File: src/rtl/safety_pkg.sv
// Shared definitions for the over-current safety monitor.
//   mag_of      : offset-binary magnitude |x - mid| (caller truncates to its width)
//   cnt_width   : bits needed to hold a persistence count 0..persist
//   DEF_*       : default threshold constants
//   trip_state_t: per-channel trip latch state
package safety_pkg;

    localparam int DEF_DEADBAND   = 'h0300;
    localparam int DEF_GAIN_SHIFT = 1;
    localparam int DEF_PERSIST    = 8;

    typedef enum logic [0:0] {
        TRIP_NORMAL  = 1'b0,
        TRIP_TRIPPED = 1'b1
    } trip_state_t;

    // Operands are passed zero-extended to 32 bits so one function serves any WIDTH.
    function automatic logic [31:0] mag_of(input logic [31:0] x, input logic [31:0] mid);
        return (x >= mid) ? (x - mid) : (mid - x);
    endfunction

    function automatic int cnt_width(input int persist);
        return $clog2(persist + 1);
    endfunction

endpackage

File: src/rtl/safety_channel.sv
// One over-current monitoring channel.
//   clk, reset          : clock, synchronous active-low reset
//   cur_in, dac_in      : measured / commanded current, offset binary
//   sample_valid        : capture cur_in/dac_in on this edge
//   ch_enable           : 0 holds the channel idle (count 0, latch NORMAL)
//   fault_clear         : clear request for the trip latch
//   state_o             : trip latch state (TRIPPED means amplifier disabled)
// Pipeline: stage 1 registers magnitude/sign of the captured sample; the
// violation test runs combinationally on stage 1 and feeds the persistence
// counter and trip latch on the following edge.
module safety_channel
    import safety_pkg::*;
#(
    parameter int               WIDTH      = 16,
    parameter logic [WIDTH-1:0] MID        = {1'b1, {(WIDTH-1){1'b0}}},
    parameter logic [WIDTH-1:0] DEADBAND   = WIDTH'(DEF_DEADBAND),
    parameter int               GAIN_SHIFT = DEF_GAIN_SHIFT,
    parameter int               PERSIST    = DEF_PERSIST
) (
    input  logic             clk,
    input  logic             reset,
    input  logic [WIDTH-1:0] cur_in,
    input  logic [WIDTH-1:0] dac_in,
    input  logic             sample_valid,
    input  logic             ch_enable,
    input  logic             fault_clear,
    output trip_state_t      state_o
);

    localparam int             CW        = cnt_width(PERSIST);
    localparam int             SW        = WIDTH + GAIN_SHIFT;
    localparam logic [CW-1:0]  PERSIST_C = CW'(PERSIST);
    localparam logic [0:0]     ST_NORMAL  = 1'b0;
    localparam logic [0:0]     ST_TRIPPED = 1'b1;

    logic [WIDTH-1:0] mag_cur_q, mag_cur_d;
    logic [WIDTH-1:0] mag_dac_q, mag_dac_d;
    logic             sgn_cur_q, sgn_cur_d;
    logic             sgn_dac_q, sgn_dac_d;
    logic             vld_q, vld_d;
    logic [CW-1:0]    cnt_q, cnt_d;
    logic [0:0]       state_q, state_d;

    logic [SW-1:0]    dac_scaled;
    logic             viol;
    logic [CW-1:0]    cnt_inc;
    logic             trip_evt;

    // Stage 1: capture on valid; the valid flag itself follows sample_valid every edge.
    always_comb begin
        mag_cur_d = mag_cur_q;
        mag_dac_d = mag_dac_q;
        sgn_cur_d = sgn_cur_q;
        sgn_dac_d = sgn_dac_q;
        vld_d     = sample_valid;
        if (sample_valid) begin
            mag_cur_d = WIDTH'(mag_of(32'(cur_in), 32'(MID)));
            mag_dac_d = WIDTH'(mag_of(32'(dac_in), 32'(MID)));
            sgn_cur_d = (cur_in >= MID);
            sgn_dac_d = (dac_in >= MID);
        end
    end

    // Stage 2: widened compare so the gained DAC magnitude never wraps.
    // A zero command has no meaningful sign, so any direction counts against it.
    always_comb begin
        dac_scaled = SW'(mag_dac_q) << GAIN_SHIFT;
        viol       = (mag_cur_q > DEADBAND)
                  && ((sgn_cur_q == sgn_dac_q) || (mag_dac_q == '0))
                  && (SW'(mag_cur_q) > dac_scaled);
        cnt_inc    = (cnt_q >= PERSIST_C) ? PERSIST_C : (cnt_q + 1'b1);
        trip_evt   = vld_q && viol && (cnt_inc == PERSIST_C);
    end

    // Counter and latch. A trip on the same edge as a clear keeps the latch set.
    always_comb begin
        cnt_d   = cnt_q;
        state_d = state_q;
        if (vld_q) begin
            cnt_d = viol ? cnt_inc : '0;
        end
        if (trip_evt) begin
            state_d = ST_TRIPPED;
        end else if (fault_clear) begin
            state_d = ST_NORMAL;
            cnt_d   = '0;
        end
        if (!ch_enable) begin
            state_d = ST_NORMAL;
            cnt_d   = '0;
        end
    end

    always_ff @(posedge clk) begin
        if (!reset) begin
            mag_cur_q <= '0;
            mag_dac_q <= '0;
            sgn_cur_q <= 1'b0;
            sgn_dac_q <= 1'b0;
            vld_q     <= 1'b0;
            cnt_q     <= '0;
            state_q   <= ST_NORMAL;
        end else begin
            mag_cur_q <= mag_cur_d;
            mag_dac_q <= mag_dac_d;
            sgn_cur_q <= sgn_cur_d;
            sgn_dac_q <= sgn_dac_d;
            vld_q     <= vld_d;
            cnt_q     <= cnt_d;
            state_q   <= state_d;
        end
    end

    assign state_o = trip_state_t'(state_q);

endmodule

File: src/rtl/safety_monitor.sv
// Multi-channel over-current safety monitor.
//   clk, reset    : clock, synchronous active-low reset
//   cur_in/dac_in : NUM_CH packed samples, channel i at [i*WIDTH +: WIDTH]
//   sample_valid  : per-channel capture strobe
//   ch_enable     : per-channel monitoring enable
//   fault_clear   : per-channel trip clear
//   amp_disable   : per-channel latched trip
//   any_fault     : registered OR of amp_disable (one edge behind it)
module safety_monitor
    import safety_pkg::*;
#(
    parameter int               NUM_CH     = 4,
    parameter int               WIDTH      = 16,
    parameter logic [WIDTH-1:0] MID        = {1'b1, {(WIDTH-1){1'b0}}},
    parameter logic [WIDTH-1:0] DEADBAND   = WIDTH'(DEF_DEADBAND),
    parameter int               GAIN_SHIFT = DEF_GAIN_SHIFT,
    parameter int               PERSIST    = DEF_PERSIST
) (
    input  logic                    clk,
    input  logic                    reset,
    input  logic [NUM_CH*WIDTH-1:0] cur_in,
    input  logic [NUM_CH*WIDTH-1:0] dac_in,
    input  logic [NUM_CH-1:0]       sample_valid,
    input  logic [NUM_CH-1:0]       ch_enable,
    input  logic [NUM_CH-1:0]       fault_clear,
    output logic [NUM_CH-1:0]       amp_disable,
    output logic                    any_fault
);

    trip_state_t ch_state [NUM_CH];
    logic        any_fault_q, any_fault_d;

    for (genvar g = 0; g < NUM_CH; g++) begin : g_ch
        safety_channel #(
            .WIDTH      (WIDTH),
            .MID        (MID),
            .DEADBAND   (DEADBAND),
            .GAIN_SHIFT (GAIN_SHIFT),
            .PERSIST    (PERSIST)
        ) u_ch (
            .clk          (clk),
            .reset        (reset),
            .cur_in       (cur_in[g*WIDTH +: WIDTH]),
            .dac_in       (dac_in[g*WIDTH +: WIDTH]),
            .sample_valid (sample_valid[g]),
            .ch_enable    (ch_enable[g]),
            .fault_clear  (fault_clear[g]),
            .state_o      (ch_state[g])
        );
        assign amp_disable[g] = (ch_state[g] == TRIP_TRIPPED);
    end

    always_comb begin
        any_fault_d = |amp_disable;
    end

    always_ff @(posedge clk) begin
        if (!reset) begin
            any_fault_q <= 1'b0;
        end else begin
            any_fault_q <= any_fault_d;
        end
    end

    assign any_fault = any_fault_q;

endmodule
File: config.mk
export PLATFORM = sky130hd
export DESIGN_NAME = safety_monitor
export DESIGN_NICKNAME = d
export VERILOG_FILES = /design/src/rtl/safety_pkg.sv /design/src/rtl/safety_channel.sv /design/src/rtl/safety_monitor.sv
export SDC_FILE = /design/constraint.sdc
export NUM_CORES = 1
export LEC_CHECK = 0
export CORE_MARGIN = 3
export CORE_UTILIZATION = 45
export CTS_BUF_LIST = sky130_fd_sc_hd__clkbuf_8
export DETAILED_ROUTE_END_ITERATION = 10
export GPL_TIMING_DRIVEN = 0
export HOLD_SLACK_MARGIN = 0.03
export PLACE_DENSITY = 0.65
export SLEW_MARGIN = 20
export SYNTH_ARGS = -nofsm -noshare
export SYNTH_HDL_FRONTEND = slang
export SYNTH_SLANG_ARGS = --single-unit
File: constraint.sdc
create_clock -name clk -period 3.1 [get_ports clk]
set_input_delay 0.775 -clock clk [delete_from_list [all_inputs] [get_ports clk]]
set_output_delay 0.775 -clock clk [all_outputs]
set_load 0.03 [all_outputs]
[Word-level counts from Yosys, hierarchy flattened]
Index checks and enable logic that the tools add are counted.
Storage, ports and cells
  register bits: 161
  bits in latches: 0
  bits in writable memories: 0
  bits in read-only memories: 0
  input bits: 142
  output and inout port bits: 5
  word-level logic and storage cells: 154
  memories kept: 0
Operators by class
  $add $sub $neg: 20
  multipliers: 0
  divide/modulo/power cells: 0
  $lt $le $gt $ge: 28
  equality and inequality tests: 8
  shift operators: 0
  muxes and demuxes: 36
  bitwise gates (word level): 0
  reductions and logical operators: 33
Operators by type and width (number)
  greater-or-equal comparator 16 bit (second input constant): 16
  2-to-1 mux 16 bit: 8
  subtractor 16 bit (first input constant): 8
  subtractor 16 bit (second input constant): 8
  2-to-1 mux 4 bit: 20
  greater-than comparator 16 x 17 -> 1 bit: 4
  greater-than comparator 16 x 10 -> 1 bit (second input constant): 4
  zero test 16 bit: 4
  adder 4 x 1 -> 4 bit (second input constant): 4
  equality test 4 bit (second input constant): 4
  greater-or-equal comparator 4 bit (second input constant): 4
  logical AND 1 bit: 16
  2-to-1 mux 1 bit: 8
  AND reduction 2 bit: 4
  nonzero test 2 bit: 4
  equality test 1 bit: 4
  logical OR 1 bit: 4
  OR reduction 4 bit: 1

[Depth between registers and ports, before layout]
Gate-level depths: netlist of run 1.
  word-level depth: 8
  gate-level depth with buffers: 9
  depth with buffers taken out: 9

[Cells and area by module]
From an unflattened synthesis of run 1, not the netlist that was laid out.
Unflattened totals
  cell total of the unflattened synthesis: 1234
  area, all modules: 10491.3 um^2
By module, submodules not included
  safety_channel: instances 4, cells an instance 308, area an instance 2615.0 um^2, seq. area each 800.8 um^2
  safety_monitor: instances 1, cells an instance 2, area an instance 31.3 um^2, seq. area each 20.0 um^2

[Worst setup path after synthesis of run 1]
OpenSTA, ideal clock, no wires.
  kind: input -> register
  start: input dac_in[4]
  end: register g_ch[0].u_ch.mag_dac_q[13]
  setup time: 132 ps
  arrival: 2176 ps
  data required time: 2968 ps
  path slack: 791 ps
  stages: 6
  buffers on the path: 0
  cells stage by stage: or3_1 nor4_1 and4_1 a21oi_1 xnor2_1 a21oi_1
Between the ends
  longest elaborated chain between the ends: 2
  elaborated cells on any way between the ends: 4
  those cells by class: add/sub (2); order compare (1); mux (1)
Ends and longest elaborated chain
  start: declaration: RTL line safety_monitor.sv:22  | input logic [NUM_CH*WIDTH-1:0] dac_in,
  subtractor 16 bit or greater-or-equal comparator 16 bit (tied branches): RTL line safety_pkg.sv:19  | return (x >= mid) ? (x - mid) : (mid - x);
  2-to-1 mux 16 bit *: RTL line safety_pkg.sv:19
  end signal: assignment: RTL line safety_channel.sv:105  | mag_dac_q <= mag_dac_d;
  end: declaration: RTL line safety_channel.sv:37  | logic [WIDTH-1:0] mag_dac_q, mag_dac_d;
Every way passes the cells marked *; elsewhere a longest branch is shown, timed or not.
A chain may end at the register's enable or synchronous reset.

[Worst setup path after layout of run 1]
  start: input dac_in[2]
  end: register g_ch[0].u_ch.mag_dac_q[13]
Same word-level chain as after synthesis.

==> metrics.md, run 1 <==
| Metric | Value |
|---|---|
| Status | complete, no violations |
| Adder-cell share of the synthesized area | 0.0922 |
| Clock root cell | clkbuf_8 |
| Worst-Skew Late Latency | 460 ps |
| Worst slew pin tran | 803 ps |
| Final Critical Period | around 2700 ps |
| GRT Util Overall | 0.216 |
| Syn Area/Cell | approximately 8.3 um2 |
| Post-Synth Simple-Gate Area | 0.219 |
| Relative max-transition margin | 0.457 |
| Final Net Count | around 1600 |
| Ports | 147 |
| Lkg Pwr | between 5 and 6 nW |
| Cell-by-cell trace of the critical path | clkdlybuf4s50_1, or3_1, nor4_1, and4_1, a21oi_1, xnor2_1, a21oi_1 |
| Antenna diodes | 0 |
| Worst path bufs/invs | 1 |
| Unrepaired setup endpoints after global routing | false |
| Post-DP HPWL | around 21000 um |
| H-tree levels | 4 |
| Average wire per standard cell | ~16 um |
| Startpoint Class | input pin |
| Setup crit end kind | flip-flop |
| VDD IR max | approximately 0.00023 V |
| Die area | 0.0248 mm2 |
| Cell Int Power | 3.33 mW |
| Most numerous cell in the Yosys netlist | dfxtp_1 |
| Vias in the first global route | around 8800 |
| Compound-Gate Fraction of Synth Area | 0.202 |
| # hold bufs at CTS | 0 |
| Cells after synthesis | ~1200 |
| TritonRoute pass-1 iters | 6 |
| Synth area leaders | dfxtp_1, ha_1, o211a_1, xnor2_1, a21oi_1 |
| CTS tree | built |
| Stages on worst setup path | 7 |
| Routed via count | between 9000 and 10000 |
| Cell row count | 54 |
| Port Buf Inserts | about 140 |
| Final setup vio count | 0 |
| Family with the most delay on the worst path | simple AND/OR/NAND/NOR gates |
| Fillers | between 2000 and 2500 |
| Core area | between 0.02 and 0.025 mm2 |
| Post-DP Area | ~0.012 mm2 |
| Clock share of power | 0.274 |
| First-pass GRT wire length | approximately 43000 um |
| 1st-iter DRT viols | roughly 530 |
| Ys Warns | 0 |
| GP Congestion | 0.890 |
| Largest family of logic cells by synthesized area | simple AND/OR/NAND/NOR gates |
| Sink Count | ~160 |
| GRT overflow | 0 |
| Fin Clk Skew | approximately 12 ps |
| Maximum clock insertion buffer count | 2 |
| Num CTS Buffers | 17 |
| Peak Freq | roughly 0.37 GHz |
| WHS Path Cells | 1 |
| Count of state elements after synthesis | ~160 |
| Worst hold margin | about 490 ps |
| PD cells | 392 mW/mm2 |
| Part of the power in registers | 0.479 |
| Mux cell area share after synthesis | 0.0438 |
| Worst-path maximum fanout | 5 |
| Fin. max-slew vios | 0 |
| Slowest cell on the critical path | nor4_1 |
| # DRC | 0 |
| Syn_nets | between 1000 and 1500 |
| Worst Hold Class | reg -> reg |
| Mapped cell area | ~0.010 mm2 |
| Sequential share of the synthesized area | 0.313 |
| Critical path class | in -> reg |
| Post-synth top area share | 0.313 |
| Avg Vias per Cell | between 5 and 6 |
| Post-CTS Setup Bufs | 0 |
| Area growth syn-to-layout | 19.6% |
| Layout cells sized above 1 | 0.0320 |
| Pin count of the biggest net entering global routing | 17 |
| Critical Path RT | approximately 3400 ps |
| Part of the cycle the worst path needs | 0.883 |
| Critical path arrival | around 3100 ps |
| Area leader, netlist | dfxtp_1 |
| Post-route cell area | about 0.012 mm2 |
| Post-CTS Resized | 0 |
| Commonest cells in the netlist | dfxtp_1, a21oi_1, inv_1, nor2_1, ha_1 |
| Worst-path clk slew | about 80 ps |
| R2R cell count | 9 |
| Max incr delay on CP | roughly 600 ps |
| Antenna-violating nets left | 0 |
| Comb power frac | 0.248 |
| Initial antenna violation count | 0 |
| Maxcap violations | 0 |
| Synth Area in XOR/XNOR | 0.0705 |
| Async S/R FF share, synth | 0 |
| Sw Pwr | roughly 1.5 mW |
| Cell mode on critical path | a21oi_1 |
| EDFF count, synth | 0 |
| Fin. Hold Viols | 0 |
| Die Span Y | approximately 160 um |
| Library cells used by synthesis | 54 |
| DIE WIDTH | 157 um |
| Initial cell density of the core | 0.465 |
| WL final | ~27000 um |
| Most frequently used flop master after synthesis | dfxtp_1 |
| Sw Ratio | 0.311 |
[state kept, by name, summed over array words and instances (netlist names)]
| name | cells |
|---|---|
| g_ch.u_ch.mag_cur_q | 64 |
| g_ch.u_ch.mag_dac_q | 64 |
| g_ch.u_ch.cnt_q | 16 |
| g_ch.u_ch.sgn_cur_q | 4 |
| g_ch.u_ch.sgn_dac_q | 4 |
| g_ch.u_ch.state_o | 4 |
| g_ch.u_ch.vld_q | 4 |
| any_fault | 1 |
[per-stage QoR]
stage               total power [mW]  cells  utilization  setup WS, ps  setup TNS, ps
floorplan                       3.09   1241            -           791              0
global placement                3.53   1656        0.542         -11.3          -15.2
detailed placement              3.55   1656        0.542         -47.0          -58.0
CTS                             4.87   1687        0.556           425              0
global route                    5.11   1687        0.556           284              0
finish                          4.84   1687        0.556           362              0
[kinds of logic after synthesis]
kind of cell               count (synthesis)
DFF                                      161
adders and majority gates                 76
and+or+nand+nor                          415
buffers and inverters                    158
xor gates and xnor gates                  83
muxes                                     45
AOI/OAI and AO/OA                        303
[final timing paths]
kind | start | endpoint | slack, ps
max | dac_in[2] | g_ch[0].u_ch.mag_dac_q[13] | 360
min | g_ch[0].u_ch.cnt_q[2] | g_ch[0].u_ch.cnt_q[2] | 490
max reg2reg | g_ch[1].u_ch.mag_dac_q[14] | g_ch[1].u_ch.cnt_q[3] | 430
min reg2reg | g_ch[0].u_ch.cnt_q[2] | g_ch[0].u_ch.cnt_q[2] | 490
[power groups by stage]
stage	registers (mW)	clock network, mW	logic [mW]
floorplan	2.32	0	0.773
global placement	2.36	0	1.17
detailed placement	2.36	0	1.19
CTS	2.31	1.36	1.20
global route	2.33	1.44	1.34
finish	2.32	1.32	1.20
[final cells by class]
type,instances,area [um2],share of cell area
Multi-Input combinational cell,922,6480,0.525
Timing Repair Buffer,135,1350,0.110
Sequential cell,161,3220,0.261
Inverter,96,360,0.0292
Clock buffer,18,248,0.0201
Clock inverter,13,73.8,0.00599
Tap cell,280,350,0.0284
Buffer,62,248,0.0201
[layout by cell type (no fill, tap or decap), types with 6 or more instances in the layout]
| master | n |
|---|---|
| o21ai_0 | 62 |
| nor3_1 | 30 |
| clkbuf_8 | 18 |
| clkinv_2 | 8 |
| nand4_1 | 18 |
| or3_1 | 29 |
| clkdlybuf4s50_1 | 135 |
| clkbuf_1 | 51 |
| xnor2_1 | 64 |
| a21o_1 | 9 |
| mux2i_1 | 44 |
| nor3b_1 | 6 |
| a31oi_1 | 14 |
| o211a_1 | 74 |
| a21oi_1 | 96 |
| dfxtp_1 | 161 |
| nor4_1 | 38 |
| buf_1 | 7 |
| nand2b_1 | 14 |
| ha_1 | 76 |
| nand3b_1 | 6 |
| xor2_1 | 19 |
| a21boi_0 | 9 |
| inv_1 | 97 |
| nand3_1 | 33 |
| nand2_1 | 72 |
| nor2b_1 | 46 |
| nor2_1 | 88 |
| or4_1 | 9 |
[layer usage]
metal | vias to the layer above | track usage | routed length, um
met2 | 223 | 0.353 | 12400
met1 | 4376 | 0.297 | 13200
met4 | 0 | 0.0533 | 351
li1 | 4755 | - | -
met5 | - | 0 | 0
met3 | 29 | 0.0360 | 1200
(Power assumes the default switching activity.)
==> run 2, diff against run 1 <==
--- a/config.mk
+++ b/config.mk
@@ -6,12 +6,11 @@
 export NUM_CORES = 1
 export LEC_CHECK = 0
 export CORE_MARGIN = 3
-export CORE_UTILIZATION = 45
-export CTS_BUF_LIST = sky130_fd_sc_hd__clkbuf_8
+export CORE_UTILIZATION = 56
 export DETAILED_ROUTE_END_ITERATION = 10
 export GPL_TIMING_DRIVEN = 0
 export HOLD_SLACK_MARGIN = 0.03
-export PLACE_DENSITY = 0.65
+export PLACE_DENSITY = 0.79
 export SLEW_MARGIN = 20
 export SYNTH_ARGS = -nofsm -noshare
 export SYNTH_HDL_FRONTEND = slang
==> run 2 against run 1 <==
Against the previous run: clock skew down 4.1 ps; combinational power about the same; worst setup slack better by 22 ps; total power up 16%; critical path depth unchanged; worst hold slack worse by 0.61 ps; utilization up 15 points.
==> metrics.md, run 2 (same netlist as run 1, synthesis figures left out) <==
| Metric | Value |
|---|---|
| First-pass GRT wire length | 43300 um |
| Die area | 0.0201 mm2 |
| Pin count of the biggest net entering global routing | 17 |
| Worst hold start | g_ch[2].u_ch.cnt_q[2] |
| Unrepaired setup endpoints after global routing | false |
| Status | complete, no violations |
| Worst Hold Class | reg -> reg |
| Part of the cycle the worst path needs | 0.876 |
| DIE WIDTH | 142 um |
| Initial cell density of the core | 0.584 |
| Maximum clock insertion buffer count | 2 |
| R2R cell count | 9 |
| Antenna diodes | 0 |
| Average wire per standard cell | between 15 and 20 um |
| 1st-iter DRT viols | around 560 |
| Peak Freq | around 0.37 GHz |
| Hold Crit Endpoint | g_ch[2].u_ch.cnt_q[2] |
| WHS Path Cells | 1 |
| Commonest cells after routing, fill and taps aside | dfxtp_1, clkdlybuf4s50_1, inv_1, a21oi_1, nor2_1 |
| Commonest non-fill, non-tap cell in the layout | dfxtp_1 |
| Vias in the first global route | approximately 9000 |
| Ports | around 150 |
| Num CTS Buffers | 17 |
| Final Net Count | approximately 1600 |
| Worst-path maximum fanout | 5 |
| GRT Util Overall | 0.259 |
| Part of the power in registers | 0.414 |
| TritonRoute pass-1 iters | 5 |
| R2R setup slack | approximately 500 ps |
| Cell-by-cell trace of the critical path | clkdlybuf4s50_1, or3_1, nor4_1, and4_1, a21oi_1, xnor2_1, a21oi_1 |
| Antenna-violating nets left | 0 |
| Sink Count | about 160 |
| Worst slew pin tran | ~780 ps |
| Final Critical Period | roughly 2700 ps |
| Post-CTS Setup Bufs | 0 |
| Lkg Pwr | approximately 5.4 nW |
| Critical path arrival | about 3000 ps |
| Post-DP HPWL | around 20000 um |
| Non-Filler Instances | 1630 |
| Clock share of power | 0.370 |
| Worst path bufs/invs | 1 |
| Fin. Hold Viols | 0 |
| GP Congestion | 0.926 |
| Post-CTS Resized | 0 |
| PD cells | 447 mW/mm2 |
| # DRC | 0 |
| Worst-path clk slew | around 60 ps |
| Port Buf Inserts | about 140 |
| Cell mode on critical path | a21oi_1 |
| Max incr delay on CP | ~570 ps |
| Final WS setup | 384 ps |
| Avg Vias per Cell | 5.86 |
| Core area | 0.0177 mm2 |
| Setup TNS | 0 ps |
| Critical Path RT | 3380 ps |
| Comb power frac | 0.216 |
| Critical path class | in -> reg |
| Top Registers | g_ch.u_ch.mag_cur_q (64), g_ch.u_ch.mag_dac_q (64), g_ch.u_ch.cnt_q (16) |
| Fin Clk Skew | ~7.7 ps |
| Cell Int Power | between 4 and 5 mW |
| Worst-Skew Late Latency | between 400 and 500 ps |
| WL final | around 27000 um |
| # hold bufs at CTS | 0 |
| Relative max-transition margin | 0.470 |
| Maxcap violations | 0 |
| Routed via count | 9547 |
| GRT overflow | 0 |
| Cell row count | between 40 and 50 |
| Cells after DPL | roughly 1600 |
| Slowest cell on the critical path | nor4_1 |
| Die Span Y | roughly 140 um |
| Layout cells sized above 1 | 0.0299 |
| CTS tree | built |
| Fin. max-slew vios | 0 |
| Family with the most delay on the worst path | simple AND/OR/NAND/NOR gates |
| VDD IR max | approximately 0.00044 V |
| Fillers | approximately 1500 |
| FF-to-FF End | g_ch[1].u_ch.cnt_q[2] |
| Final setup vio count | 0 |
| Setup crit end kind | flip-flop |
| Sw Ratio | 0.274 |
| Clock root cell | clkbuf_16 |
| Startpoint Class | input pin |
| Initial antenna violation count | 0 |
| H-tree levels | 4 |
| Area growth syn-to-layout | 21.5% |
| Pre-CTS setup slack | -9.65 ps |
| Sw Pwr | between 1.5 and 2 mW |
| Worst r2r src | g_ch[1].u_ch.mag_dac_q[14] |
## run 2: changes by cell type in the layout (fill, tap and decap cells not counted)
| cell | change |
|---|---|
| clkbuf_16 | +17 |
| clkbuf_8 | -13 |
| clkinv_2 | -6 |
| clkinvlp_4 | -3 |
| bufinv_16 | +2 |
| clkbuf_1 | +2 |
| inv_1 | -1 |
## run 2: cell type report
| cell class | instances | area, um2 | share of cell area |
|---|---|---|---|
| Multi-Input combinational cell | 922 | 6480 | 0.517 |
| Sequential cell | 161 | 3220 | 0.257 |
| Timing Repair Buffer | 135 | 1350 | 0.108 |
| Clock buffer | 24 | 502 | 0.0401 |
| Inverter | 96 | 360 | 0.0288 |
| Tap cell | 225 | 282 | 0.0225 |
| Buffer | 62 | 248 | 0.0198 |
| Clock inverter | 5 | 77.6 | 0.00620 |
## run 2: power by group through the flow
stage	sequential [mW]	clock, mW	combinational [mW]
after floorplan	2.32	0	0.773
after global placement	2.35	0	1.16
after detailed placement	2.36	0	1.19
after CTS	2.31	2.08	1.20
after global routing	2.33	2.17	1.35
final	2.32	2.07	1.21
## run 2: through the flow
stage / util / hold slack, ps / total power, mW / area (um2)
6_report: 0.709 / 487 / 5.59 / 12500
4_1_cts: 0.709 / 481 / 5.60 / 12500
2_1_floorplan: - / 444 / 3.09 / 10300
3_5_place_dp: 0.676 / 466 / 3.55 / 11900
3_3_place_gp: 0.676 / 466 / 3.51 / 11900
5_1_grt: 0.709 / 507 / 5.85 / 12500
## run 2: worst max-delay path by stage
stage / from / slack [ps] / to / depth (start not counted)
finish: dac_in[2] / 380 / g_ch[0].u_ch.mag_dac_q[13] / 7
global route: cur_in[16] / 190 / g_ch[1].u_ch.mag_cur_q[11] / 8
CTS: dac_in[4] / 420 / g_ch[0].u_ch.mag_dac_q[13] / 7
detailed placement: dac_in[4] / -10 / g_ch[0].u_ch.mag_dac_q[13] / 7
global placement: dac_in[4] / 40 / g_ch[0].u_ch.mag_dac_q[11] / 7
floorplan: dac_in[4] / 790 / g_ch[0].u_ch.mag_dac_q[13] / 6
## run 2: worst reg2reg max path, cell delays in order, from the launching register on
cell	delay (ps)
dfxtp_1	380
inv_1	70
ha_1	340
nand4b_4	150
nor4_4	300
a21boi_2	200
o311ai_1	150
or3b_1	440
a21o_2	280
a311oi_1	200
## run 2: per-layer routing
metal,part of all wire,global-route usage,up-vias
li1,-,-,4759
met1,0.46,0.351,4504
met2,0.47,0.437,261
met3,0.059,0.0462,23
met4,0.011,0.0530,0
met5,0,0,-
